## src/rtl/mem_byte_access_pkg.sv

```systemverilog
// mem_byte_access_pkg: size codes, FSM encoding and code normalisation shared by the MEM-stage access unit.
package mem_byte_access_pkg;
  localparam logic [3:0] MASK_WORD = 4'b1111;
  localparam logic [3:0] MASK_HALF = 4'b0011;
  localparam logic [3:0] MASK_BYTE = 4'b0001;
  typedef enum logic [2:0] {S_IDLE, S_RD, S_LD_RESP, S_WR, S_RMW_WR, S_ERR} state_t;
  // Unknown size codes behave as full-word accesses.
  function automatic logic [3:0] norm_code(input logic [3:0] c);
    return (c == MASK_HALF || c == MASK_BYTE) ? c : MASK_WORD;
  endfunction
endpackage

```

## src/rtl/mem_byte_access_load_align.sv

```systemverilog
// mem_load_align: little-endian lane select with sign/zero extension for partial loads.
module mem_load_align
  import mem_byte_access_pkg::*;
(
  input  logic [31:0] word_i,
  input  logic [1:0]  lane_i,
  input  logic [3:0]  size_i,
  input  logic        unsigned_i,
  output logic [31:0] result_o
);
  logic [7:0]  byte_v;
  logic [15:0] half_v;
  assign byte_v = word_i[{lane_i, 3'b000} +: 8];
  assign half_v = lane_i[1] ? word_i[31:16] : word_i[15:0];
  assign result_o = (size_i == MASK_BYTE) ? {{24{~unsigned_i & byte_v[7]}}, byte_v} :
                    (size_i == MASK_HALF) ? {{16{~unsigned_i & half_v[15]}}, half_v} :
                    word_i;
endmodule

```

## src/rtl/mem_byte_access.sv

```systemverilog
// mem_byte_access: MEM-stage load/store unit against a synchronous 32-bit RAM; partial stores use read-modify-write.
module mem_byte_access
  import mem_byte_access_pkg::*;
#(
  parameter int ADDR_W = 10
) (
  input  logic              clk,
  input  logic              reset,
  input  logic              req_valid,
  output logic              req_ready,
  input  logic              mem_read,
  input  logic              mem_write,
  input  logic [3:0]        read_byte,
  input  logic [3:0]        write_byte,
  input  logic              load_unsigned,
  input  logic [31:0]       addr,
  input  logic [31:0]       wdata,
  output logic [31:0]       rdata,
  output logic              rdata_valid,
  output logic              misaligned,
  output logic              stall,
  output logic              ram_en,
  output logic              ram_we,
  output logic [ADDR_W-1:0] ram_addr,
  output logic [31:0]       ram_wdata,
  input  logic [31:0]       ram_rdata
);
  state_t            state_q;
  logic [ADDR_W+1:0] addr_q;
  logic [31:0]       wdata_q, rdata_q, load_val, merged;
  logic [3:0]        size_q, code_d;
  logic              store_q, uns_q, rdata_valid_q, mis_d;
  logic [4:0]        sh;
  logic              unused_addr;
  assign unused_addr = &{1'b0, addr[31:ADDR_W+2]};
  assign code_d = norm_code(mem_write ? write_byte : read_byte);
  assign mis_d = (code_d == MASK_WORD && addr[1:0] != 2'b00) || (code_d == MASK_HALF && addr[0]);
  // Half accesses reaching RMW are aligned, so the byte shift also positions the half lane.
  assign sh = {addr_q[1:0], 3'b000};
  assign merged = (size_q == MASK_BYTE) ?
                  (ram_rdata & ~(32'h0000_00FF << sh)) | ({24'h0, wdata_q[7:0]} << sh) :
                  (ram_rdata & ~(32'h0000_FFFF << sh)) | ({16'h0, wdata_q[15:0]} << sh);
  assign req_ready   = state_q == S_IDLE;
  assign stall       = state_q != S_IDLE;
  assign misaligned  = state_q == S_ERR;
  assign ram_we      = state_q == S_WR || state_q == S_RMW_WR;
  assign ram_en      = ram_we || state_q == S_RD;
  assign ram_addr    = addr_q[ADDR_W+1:2];
  assign ram_wdata   = (state_q == S_WR) ? wdata_q : (state_q == S_RMW_WR) ? merged : 32'h0;
  assign rdata       = rdata_q;
  assign rdata_valid = rdata_valid_q;
  mem_load_align u_align (
    .word_i    (ram_rdata),
    .lane_i    (addr_q[1:0]),
    .size_i    (size_q),
    .unsigned_i(uns_q),
    .result_o  (load_val)
  );
  always_ff @(posedge clk or posedge reset) begin
    if (reset) begin
      state_q       <= S_IDLE;
      addr_q        <= '0;
      wdata_q       <= '0;
      size_q        <= MASK_WORD;
      store_q       <= 1'b0;
      uns_q         <= 1'b0;
      rdata_q       <= '0;
      rdata_valid_q <= 1'b0;
    end else begin
      rdata_valid_q <= 1'b0;
      case (state_q)
        S_IDLE: if (req_valid && (mem_read || mem_write)) begin
          addr_q  <= addr[ADDR_W+1:0];
          wdata_q <= wdata;
          size_q  <= code_d;
          store_q <= mem_write;
          uns_q   <= load_unsigned;
          state_q <= mis_d ? S_ERR : (mem_write && code_d == MASK_WORD) ? S_WR : S_RD;
        end
        S_RD: state_q <= store_q ? S_RMW_WR : S_LD_RESP;
        S_LD_RESP: begin
          rdata_q       <= load_val;
          rdata_valid_q <= 1'b1;
          state_q       <= S_IDLE;
        end
        default: state_q <= S_IDLE;
      endcase
    end
  end
endmodule

```

## config.mk

```make
export PLATFORM = sky130hd
export DESIGN_NAME = mem_byte_access
export DESIGN_NICKNAME = d
export VERILOG_FILES = /design/src/rtl/mem_byte_access_pkg.sv /design/src/rtl/mem_byte_access_load_align.sv /design/src/rtl/mem_byte_access.sv
export SDC_FILE = /design/constraint.sdc
export NUM_CORES = 1
export LEC_CHECK = 0
export BUFFER_PORTS_ARGS = -buffer_cell sky130_fd_sc_hd__buf_2
export CORE_UTILIZATION = 55
export CTS_CLUSTER_DIAMETER = 150
export DETAILED_ROUTE_END_ITERATION = 8
export PLACE_DENSITY = 0.87
export SLEW_MARGIN = 20
export SYNTH_ARGS = -nofsm -noshare
export SYNTH_HDL_FRONTEND = slang
export SYNTH_HIERARCHICAL = 1
export SYNTH_SLANG_ARGS = --single-unit
```

## constraint.sdc

```tcl
create_clock -name clk -period 7.6 [get_ports clk]
set_input_delay 1.52 -clock clk [delete_from_list [all_inputs] [get_ports clk]]
set_output_delay 1.52 -clock clk [all_outputs]
set_load 0.01 [all_outputs]
```

==> run metrics <==
Pleak ~3.1 nW; Worst Setup End Kind primary output; weighted congestion at the end of routability-driven global placement between 0.8 and 0.9; Net count, final between 700 and 800; detailed-routing iteration count for the pre-antenna-repair pass 7; fraction of registers with async set/reset 1.00; maximum number of pins on one net before global-route repair 87; number of input and output port buffers inserted around 170; CP max stage cell sky130_fd_sc_hd__dfrtp_1; CTS Buffer Depth 2; register clock-pin slew on the reported worst setup and hold paths 0.09 ns; DR WL/cell between 20 and 25 um; max-cap check violation count 0; kind of cell adding the most delay to the critical path flip-flops; Finished Layout Cells between 700 and 800; transition at the pin with the smallest max-transition slack between 1 and 1.5 ns; share of the synthesized area in the top cell type 0.379; hold violation count in the final report 0; Post-DP HPWL roughly 11 mm; Fin Setup TNS 0 ns; period utilisation layout 0.575; total power divided by cell area ~390 nW/um2; Setup Fix Bufs, Post-CTS 0; die outline height roughly 100 um; shortest clock period the worst path allows after layout between 4 and 5 ns; number of I/O pins 190; hold buffer count at CTS 0; Worst Slack Setup Final 3.23 ns; Arr. time, crit path ~2.9 ns; total length of routed wires approximately 15 mm; DRC violation total after the first TritonRoute iteration ~350; mean post-synth cell area ~12 um2; DRC Markers 0; number of core rows 35; Placed Instance Area approximately 6100 um2; number of diodes 0; overall fraction of global-route tracks in use 0.301; EDFF count, synth 0; vias in the first global route 4,503; CP max FO 22; Req. time, crit path between 6 and 7 ns; min-delay worst type reg -> reg; Worst Clk Skew 0.0168 ns; sequential element share of the synthesized area 0.398; DR vias/cell roughly 6.3; longest individual stage delay on the worst path approximately 1.0 ns; total number of yosys warnings 6; most instantiated cells after synthesis sky130_fd_sc_hd__dfrtp_1, sky130_fd_sc_hd__mux2_1, sky130_fd_sc_hd__mux2_2; Filler Cells Inserted about 770; worst skew pair latency ~0.36 ns; antenna violations before repair 0; buffers plus inverters on the worst setup path 2; cell at the root of the clock tree sky130_fd_sc_hd__clkbuf_8; top area cells in the synthesized netlist sky130_fd_sc_hd__dfrtp_1, sky130_fd_sc_hd__mux2_1, sky130_fd_sc_hd__mux2_2, sky130_fd_sc_hd__a22o_1, sky130_fd_sc_hd__mux4_2; cell chain of the critical path inv_1 -> ha_1 -> nor2_1 -> a22o_1 -> buf_2; tightest slew margin relative to the limit 0.299; net count of the mapped netlist slightly below 600; status complete, no violations; global-route wire length before repair about 23 mm; Place WS about 3.6 ns; Mapped Cells 464; crit start category register; quantity of gates resized following cts 0; Most used DFF post-synth sky130_fd_sc_hd__dfrtp_1; number of failing setup endpoints in the final timing report 0; number of CTS-inserted buffers 9; Sink Count between 80 and 90; antenna-violating nets left 0; Max H-tree Level 3; design area 6350 um2; total number of vias roughly 4,600; Placed Cells incl. Taps between 700 and 800; critical path type reg -> out; dominant cell by count in the synthesized netlist sky130_fd_sc_hd__dfrtp_1; share of layout cells above drive strength 1 0.455; clock tree from TritonCTS yes; worst IR drop on VDD between 0.2 and 0.25 mV; number of max-slew violations in the final report 0; Mapped Area roughly 5400 um2; Floorplan Core Area approximately 9400 um2; Synth area leader sky130_fd_sc_hd__dfrtp_1; number of register bits inferred by synthesis 86; die area about 10,000 um2; achievable clock frequency 229 MHz; RSZ-0062 raised after global routing false; width of the die a little over 100 um; library cells used by synthesis slightly above 60; gr ovfl total 0; Initial Utilization 0.578; area added between synthesis and finish 17.4%; power consumption between 2 and 2.5 mW
worst reg2reg max path: cells and delay by family (launching register included):
kind | cells | cell delay, ns
compound gates | 1 | 0.45
mux | 1 | 0.27
simple gates | 2 | 1.12
flops | 1 | 0.61
sequential cells by signal, indices dropped and copies added, names as in the netlist:
signal,flops
wdata_q,32
state_q,3
size_q,4
rdata,32
uns_q,1
addr_q,12
store_q,1
rdata_valid,1
routing by layer:
metal / global-route usage / up-vias / share of wire
met5: 0 / - / 0
met4: 0.144 / 0 / 0.048
met3: 0.0676 / 59 / 0.079
met2: 0.488 / 268 / 0.47
met1: 0.383 / 2256 / 0.40
li1: - / 2028 / -
final timing paths:
path | startpoint | to | slack (ns) | depth (start not counted)
max in group asynchronous | reset | wdata_q[28] | 5.70 | 3
worst max-delay path | addr_q[0] | ram_wdata[7] | 3.23 | 5
min in group asynchronous | reset | addr_q[10] | 1.36 | 3
worst min register to register | addr_q[11] | addr_q[11] | 0.48 | 1
worst min-delay path | addr_q[11] | addr_q[11] | 0.48 | 1
worst max register to register | size_q[1] | rdata[0] | 5.05 | 4
final cells by class:
type / count / area (um2) / share of cell area
clock buffer: 13 / 179 / 0.0282
clock inverter: 3 / 26.3 / 0.00413
inverter: 9 / 35.0 / 0.00551
multi-input combinational: 320 / 2890 / 0.454
sequential: 86 / 2160 / 0.339
tap: 129 / 161 / 0.0254
timing repair buffer: 176 / 908 / 0.143
logic make-up (layout without fill, tap and decap cells):
kind of cell    count (synthesis)  after routing  share of synthesized area
buf+inv                        58            201                     0.0703
flops                          86             86                      0.398
mux                           101            101                      0.224
simple gates                  112            112                      0.137
fa+ha+maj                       4              4                    0.00924
compound gates                103            103                      0.161
metrics by stage:
step	utilization	hold WS, ns
after floorplan	-	0.458
after global placement	0.654	0.463
after detailed placement	0.654	0.469
after CTS	0.676	0.490
after global routing	0.678	0.508
final	0.678	0.482
power by group:
part | switching, mW | internal (mW)
clock | 0.171 | 0.157
sequential | 0.220 | 0.682
combinational | 0.637 | 0.581
layout by cell type, fill, tap and decap left out, drive strengths merged, types with 7 or more instances in the layout:
cell,synthesis,routed
mux2,82,82
o21ai,10,10
nor2,15,15
a221oi,11,11
a211oi,16,16
inv,9,8
buf,40,175
mux2i,11,11
nand2,30,30
clkbuf,9,14
a22o,25,25
a311o,7,7
a221o,13,13
and3,12,12
mux4,8,8
and2,10,10
nand3,19,19
dfrtp,82,82
a21oi,12,12
Power figures use the tool's default switching activity.
